===== config.mk =====
export PLATFORM = sky130hd
export DESIGN_NAME = mm_lsu
export DESIGN_NICKNAME = d
export VERILOG_FILES = /design/src/rtl/mm_lsu.sv
export SDC_FILE = /design/constraint.sdc
export NUM_CORES = 1
export LEC_CHECK = 0
export ABC_AREA = 0
export CAP_MARGIN = 5
export CORE_ASPECT_RATIO = 1.75
export CORE_MARGIN = 8
export CORE_UTILIZATION = 55
export DETAILED_ROUTE_END_ITERATION = 12
export PLACE_DENSITY_LB_ADDON = 0.1
export SYNTH_ARGS = -nofsm -noshare
export SYNTH_HDL_FRONTEND = slang
export SYNTH_SLANG_ARGS = --single-unit

===== constraint.sdc =====
create_clock -name clk -period 6.7 [get_ports clk]
set_clock_uncertainty 0.05 [all_clocks]
set_input_delay 1.34 -clock clk [delete_from_list [all_inputs] [get_ports clk]]
set_output_delay 1.34 -clock clk [all_outputs]
set_load 0.005 [all_outputs]

===== src/rtl/mm_lsu.sv =====
// mm_lsu: memory stage that splits loads/stores into controller beats and assembles load results.
module mm_lsu #(
  parameter int XLEN   = 32,
  parameter int RA_W   = 5,
  parameter int BEAT_W = 8
) (
  input  logic              clk,
  input  logic              rst,
  input  logic              we,
  input  logic [RA_W-1:0]   wa,
  input  logic [XLEN-1:0]   wn,
  input  logic [XLEN-1:0]   mm_mem_n,
  input  logic [4:0]        mm_mem_e,
  output logic              we_o,
  output logic [RA_W-1:0]   wa_o,
  output logic [XLEN-1:0]   wn_o,
  output logic [XLEN-1:0]   mm_mct_a,
  output logic [BEAT_W-1:0] mm_mct_n_i,
  input  logic [BEAT_W-1:0] mm_mct_n_o,
  output logic              mm_mct_wr,
  output logic              mm_mct_e,
  output logic [1:0]        mm_mct_cu,
  input  logic              mm_mct_ok,
  output logic              stl,
  output logic              busy
);
  localparam int BEAT_B = BEAT_W / 8;
  localparam logic [1:0] BCU = BEAT_W == 32 ? 2'd3 : BEAT_W == 16 ? 2'd1 : 2'd0;
  typedef enum logic {IDLE, ACC} st_t;
  st_t st, st_n;
  logic [2:0] k, sb, nb;
  logic [XLEN-1:0] la, lsd, asm_q, asm_n, ld;
  logic [1:0] lsz;
  logic lst, lun, lwe, acc, start, done;
  logic [RA_W-1:0] lwa;
  always_comb begin
    sb    = lsz == 2'd3 ? 3'd4 : lsz == 2'd1 ? 3'd2 : 3'd1;
    nb    = sb > 3'(BEAT_B) ? sb / 3'(BEAT_B) : 3'd1;
    acc   = st == ACC;
    start = !acc && mm_mem_e[4];
    done  = acc && mm_mct_ok && k == nb - 3'd1;
    asm_n = asm_q | (XLEN'(mm_mct_n_o) << (int'(k) * BEAT_W));
    ld    = sb == 3'd4 ? asm_n
          : sb == 3'd2 ? {{(XLEN-16){asm_n[15] & ~lun}}, asm_n[15:0]}
          : {{(XLEN-8){asm_n[7] & ~lun}}, asm_n[7:0]};
  end
  always_ff @(posedge clk or negedge rst)
    if (!rst) st <= IDLE;
    else st <= st_n;
  always_comb st_n = start ? ACC : done ? IDLE : st;
  // stl drops in the completing cycle so upstream advances on the same edge
  always_comb begin
    stl        = rst && (start || (acc && !done));
    busy       = acc;
    mm_mct_e   = acc;
    mm_mct_wr  = acc && lst;
    mm_mct_a   = acc ? la + XLEN'(int'(k) * BEAT_B) : '0;
    mm_mct_n_i = acc ? BEAT_W'(lsd >> (int'(k) * BEAT_W)) : '0;
    mm_mct_cu  = acc ? (sb <= 3'(BEAT_B) ? lsz : BCU) : 2'd0;
  end
  always_ff @(posedge clk or negedge rst)
    if (!rst) begin
      k     <= '0;
      la    <= '0;
      lsd   <= '0;
      lsz   <= '0;
      lst   <= 1'b0;
      lun   <= 1'b0;
      lwe   <= 1'b0;
      lwa   <= '0;
      asm_q <= '0;
      we_o  <= 1'b0;
      wa_o  <= '0;
      wn_o  <= '0;
    end else if (!acc) begin
      if (start) begin
        la    <= wn;
        lsd   <= mm_mem_n;
        lsz   <= mm_mem_e[3:2];
        lst   <= mm_mem_e[1];
        lun   <= mm_mem_e[0];
        lwe   <= we;
        lwa   <= wa;
        k     <= '0;
        asm_q <= '0;
        we_o  <= 1'b0;
      end else begin
        we_o <= we;
        wa_o <= wa;
        wn_o <= wn;
      end
    end else begin
      we_o <= done && !lst && lwe;
      if (mm_mct_ok) begin
        k     <= k + 3'd1;
        asm_q <= asm_n;
      end
      if (done) begin
        wa_o <= lwa;
        wn_o <= lst ? '0 : ld;
      end
    end
endmodule


==> impl_metrics.tcl <==
set metrics [dict create \
    status "finished, final reports clean" \
    cts_root_buf "clkbuf_16" \
    antenna_left 0 \
    grt_usage 0.2640 \
    synthCells 678 \
    die_height_um 171.7 \
    diodes 0 \
    ys_seq_area_frac 0.4862 \
    grt_overflow_total 0 \
    syn_avg_cell_area_um2 11.23 \
    endpoint_kind "output pin" \
    placement.cell_area_um2 9295 \
    antenna_found_initial 0 \
    die_x_um 105.0 \
    htree_levels 4 \
    drtPass1Iterations 6 \
    ys_warn_count 0 \
    maxCapViolCount 0 \
    area_growth_pct 30.40 \
    fin_crit_ps 5160 \
    io_pins 170 \
    grt_pass1_wl_um 37130 \
    leakagePower_uw 0.003928 \
    rsz0062_at_grt "false" \
    path_max_fanout 21 \
    tns_ps 0 \
    route.detailed.vias_per_inst 6.241 \
    cts_setup_buffers 0 \
    port_buffers 168 \
    yosysTopAreaCellShare 0.4862 \
    cts_resized 0 \
    power_density_nw_per_um2 506.7 \
    wl_um 23260 \
    clock_path_buffers 2 \
    yosysTopAreaCell "dfrtp_1" \
    insertion_delay_ps 420 \
    p_total_uw 5033 \
    dp_cells 971 \
    drive_gt1_frac 0.1758 \
    gp_congestion 0.8850 \
    drt-wirelength-per-cell_um 23.21 \
    worst_pin_slew_ps 1197 \
    cp_data_arrival_time_ps 3770 \
    row_count 57 \
    vias 6253 \
    slew_viol_final 0 \
    cts_sinks 148 \
    synth_edf_count 0 \
    synth_common_cells "dfrtp_1 (148), mux2_2 (87), a21oi_1 (46), nor2_1 (46), a31oi_1 (26)" \
    synth_seq_cells 148 \
    synth_area_leaders "dfrtp_1 (49%), mux2_2 (13%), a21oi_1 (3.0%)" \
    slew_headroom 0.2022 \
    dieArea_um2 18020 \
    startpoint_type "flop" \
    required_ps 5310 \
    clock.fmax_mhz 193.8 \
    ir_worst_vdd_v 0.0002774 \
    setup_viol 0 \
    drc 0 \
    start_util 0.5563 \
    synth_area_um2 7617 \
    ys_types 64 \
    cts_tree "yes" \
    path_clk_slew_ps 60 \
    async_reset_ff_frac 1.000 \
    hold_viol 0 \
    fin_hold_ws_ps 444.3 \
    yosysMostFrequentCell "dfrtp_1" \
    path_class "reg -> out" \
    hp-class "reg -> reg" \
    core_um2 13690 \
    cts_hold_buf 0 \
    grt_pass1_vias 6793 \
    drt_iter0_markers 436 \
    numCtsBuffers 17 \
    fin_crit_sh 0.7701 \
    nets 904 \
    final_area_um2 9933 \
    hpwlAfterDp_um 16660 \
    synth_ff_type "dfrtp_1" \
    fin_cells 1002 \
    syn-num-nets 769 \
    grt_max_degree 100 \
]
[critical path, stage by stage (launching register included)]
cell             delay (ps)
dfrtp_1                 330
buf_4                   320
ha_1                    230
inv_1                    60
fa_1                    370
nor2b_1                 490
o211ai_1                350
or4_1                   510
a21oi_1                 170
clkdlybuf4s50_1         510
[registers in the layout (all words and copies together) (netlist names)]
| signal | cells |
|---|---|
| we_o | 1 |
| la | 32 |
| k | 3 |
| lwa | 5 |
| busy | 1 |
| lsz | 2 |
| wa_o | 5 |
| lsd | 32 |
| wn_o | 32 |
| lst | 1 |
| lun | 1 |
| asm_q | 32 |
| lwe | 1 |
[final timing paths]
check | end | cells past startpoint | start | slack, ps
setup / recovery | mm_mct_a[28] | 9 | k[0] | 1540
hold reg to reg | asm_q[16] | 2 | asm_q[16] | 440
min in group asynchronous | wn_o[24] | 1 | rst | 940
setup reg to reg | wn_o[5] | 5 | k[2] | 4040
hold / removal | asm_q[16] | 2 | asm_q[16] | 440
max in group asynchronous | la[15] | 2 | rst | 4410
[metal layers]
layer  up-vias  routed length [um]  track usage
met5         -                   0            0
met4         0                1074       0.1473
met3        65                1522      0.06227
met2       301               12090       0.4604
met1      3075                8569       0.2898
li1       2812                   -            -
[layout make-up]
class / instances / area, um^2
Fill cell: 1003 / 3760
Sequential cell: 148 / 3704
Multi-Input combinational cell: 457 / 3571
Timing Repair Buffer: 178 / 1758
Clock buffer: 19 / 432.9
Tap cell: 177 / 221.5
Clock inverter: 12 / 205.2
Inverter: 11 / 41.29
[power breakdown]
group | total (uW) | internal [uW] | switching (uW)
sequential | 1680 | 1330 | 351
combinational | 2320 | 1250 | 1070
clock | 1030 | 661 | 372
[through the flow]
step	setup WS, ps	utilization
2_1_floorplan	2772	-
3_3_place_gp	1711	0.6788
3_5_place_dp	1711	0.6788
4_1_cts	1594	0.7254
5_1_grt	1340	0.7254
6_report	1540	0.7254
[cells in the final DEF (no fill, tap or decap), types with 3 or more instances in the layout]
cell type	count
a211o_1	15
a211oi_1	25
a21o_1	3
a21oi_1	46
a31oi_1	26
a32oi_1	15
and2_1	5
and4_1	6
buf_4	10
bufinv_16	5
clkbuf_16	17
clkdlybuf4s50_1	167
clkinv_4	3
dfrtp_1	148
ha_1	4
inv_1	10
mux2_1	7
mux2_2	87
mux4_2	8
nand2_1	21
nand2b_1	8
nand3_1	10
nand4_1	8
nor2_1	46
nor2b_1	11
nor3_1	3
nor4_1	3
o211ai_1	3
o21ai_0	14
o2bb2ai_1	15
o311ai_0	3
o31ai_1	7
o41ai_1	3
or3_1	8
or4_1	7
xnor2_1	4
xor2_1	7
[cell families after synthesis]
logic type / share of synthesized area
AO/OA/AOI/OAI: 0.1705
AND/OR/NAND/NOR: 0.1078
flip-flops: 0.4862
multiplexers: 0.1672
buffers and inverters: 0.04599
XOR/XNOR: 0.01265
adder cells (fa/ha/maj): 0.009199
other: 0.0004923
Power figures use the tool's default switching activity.
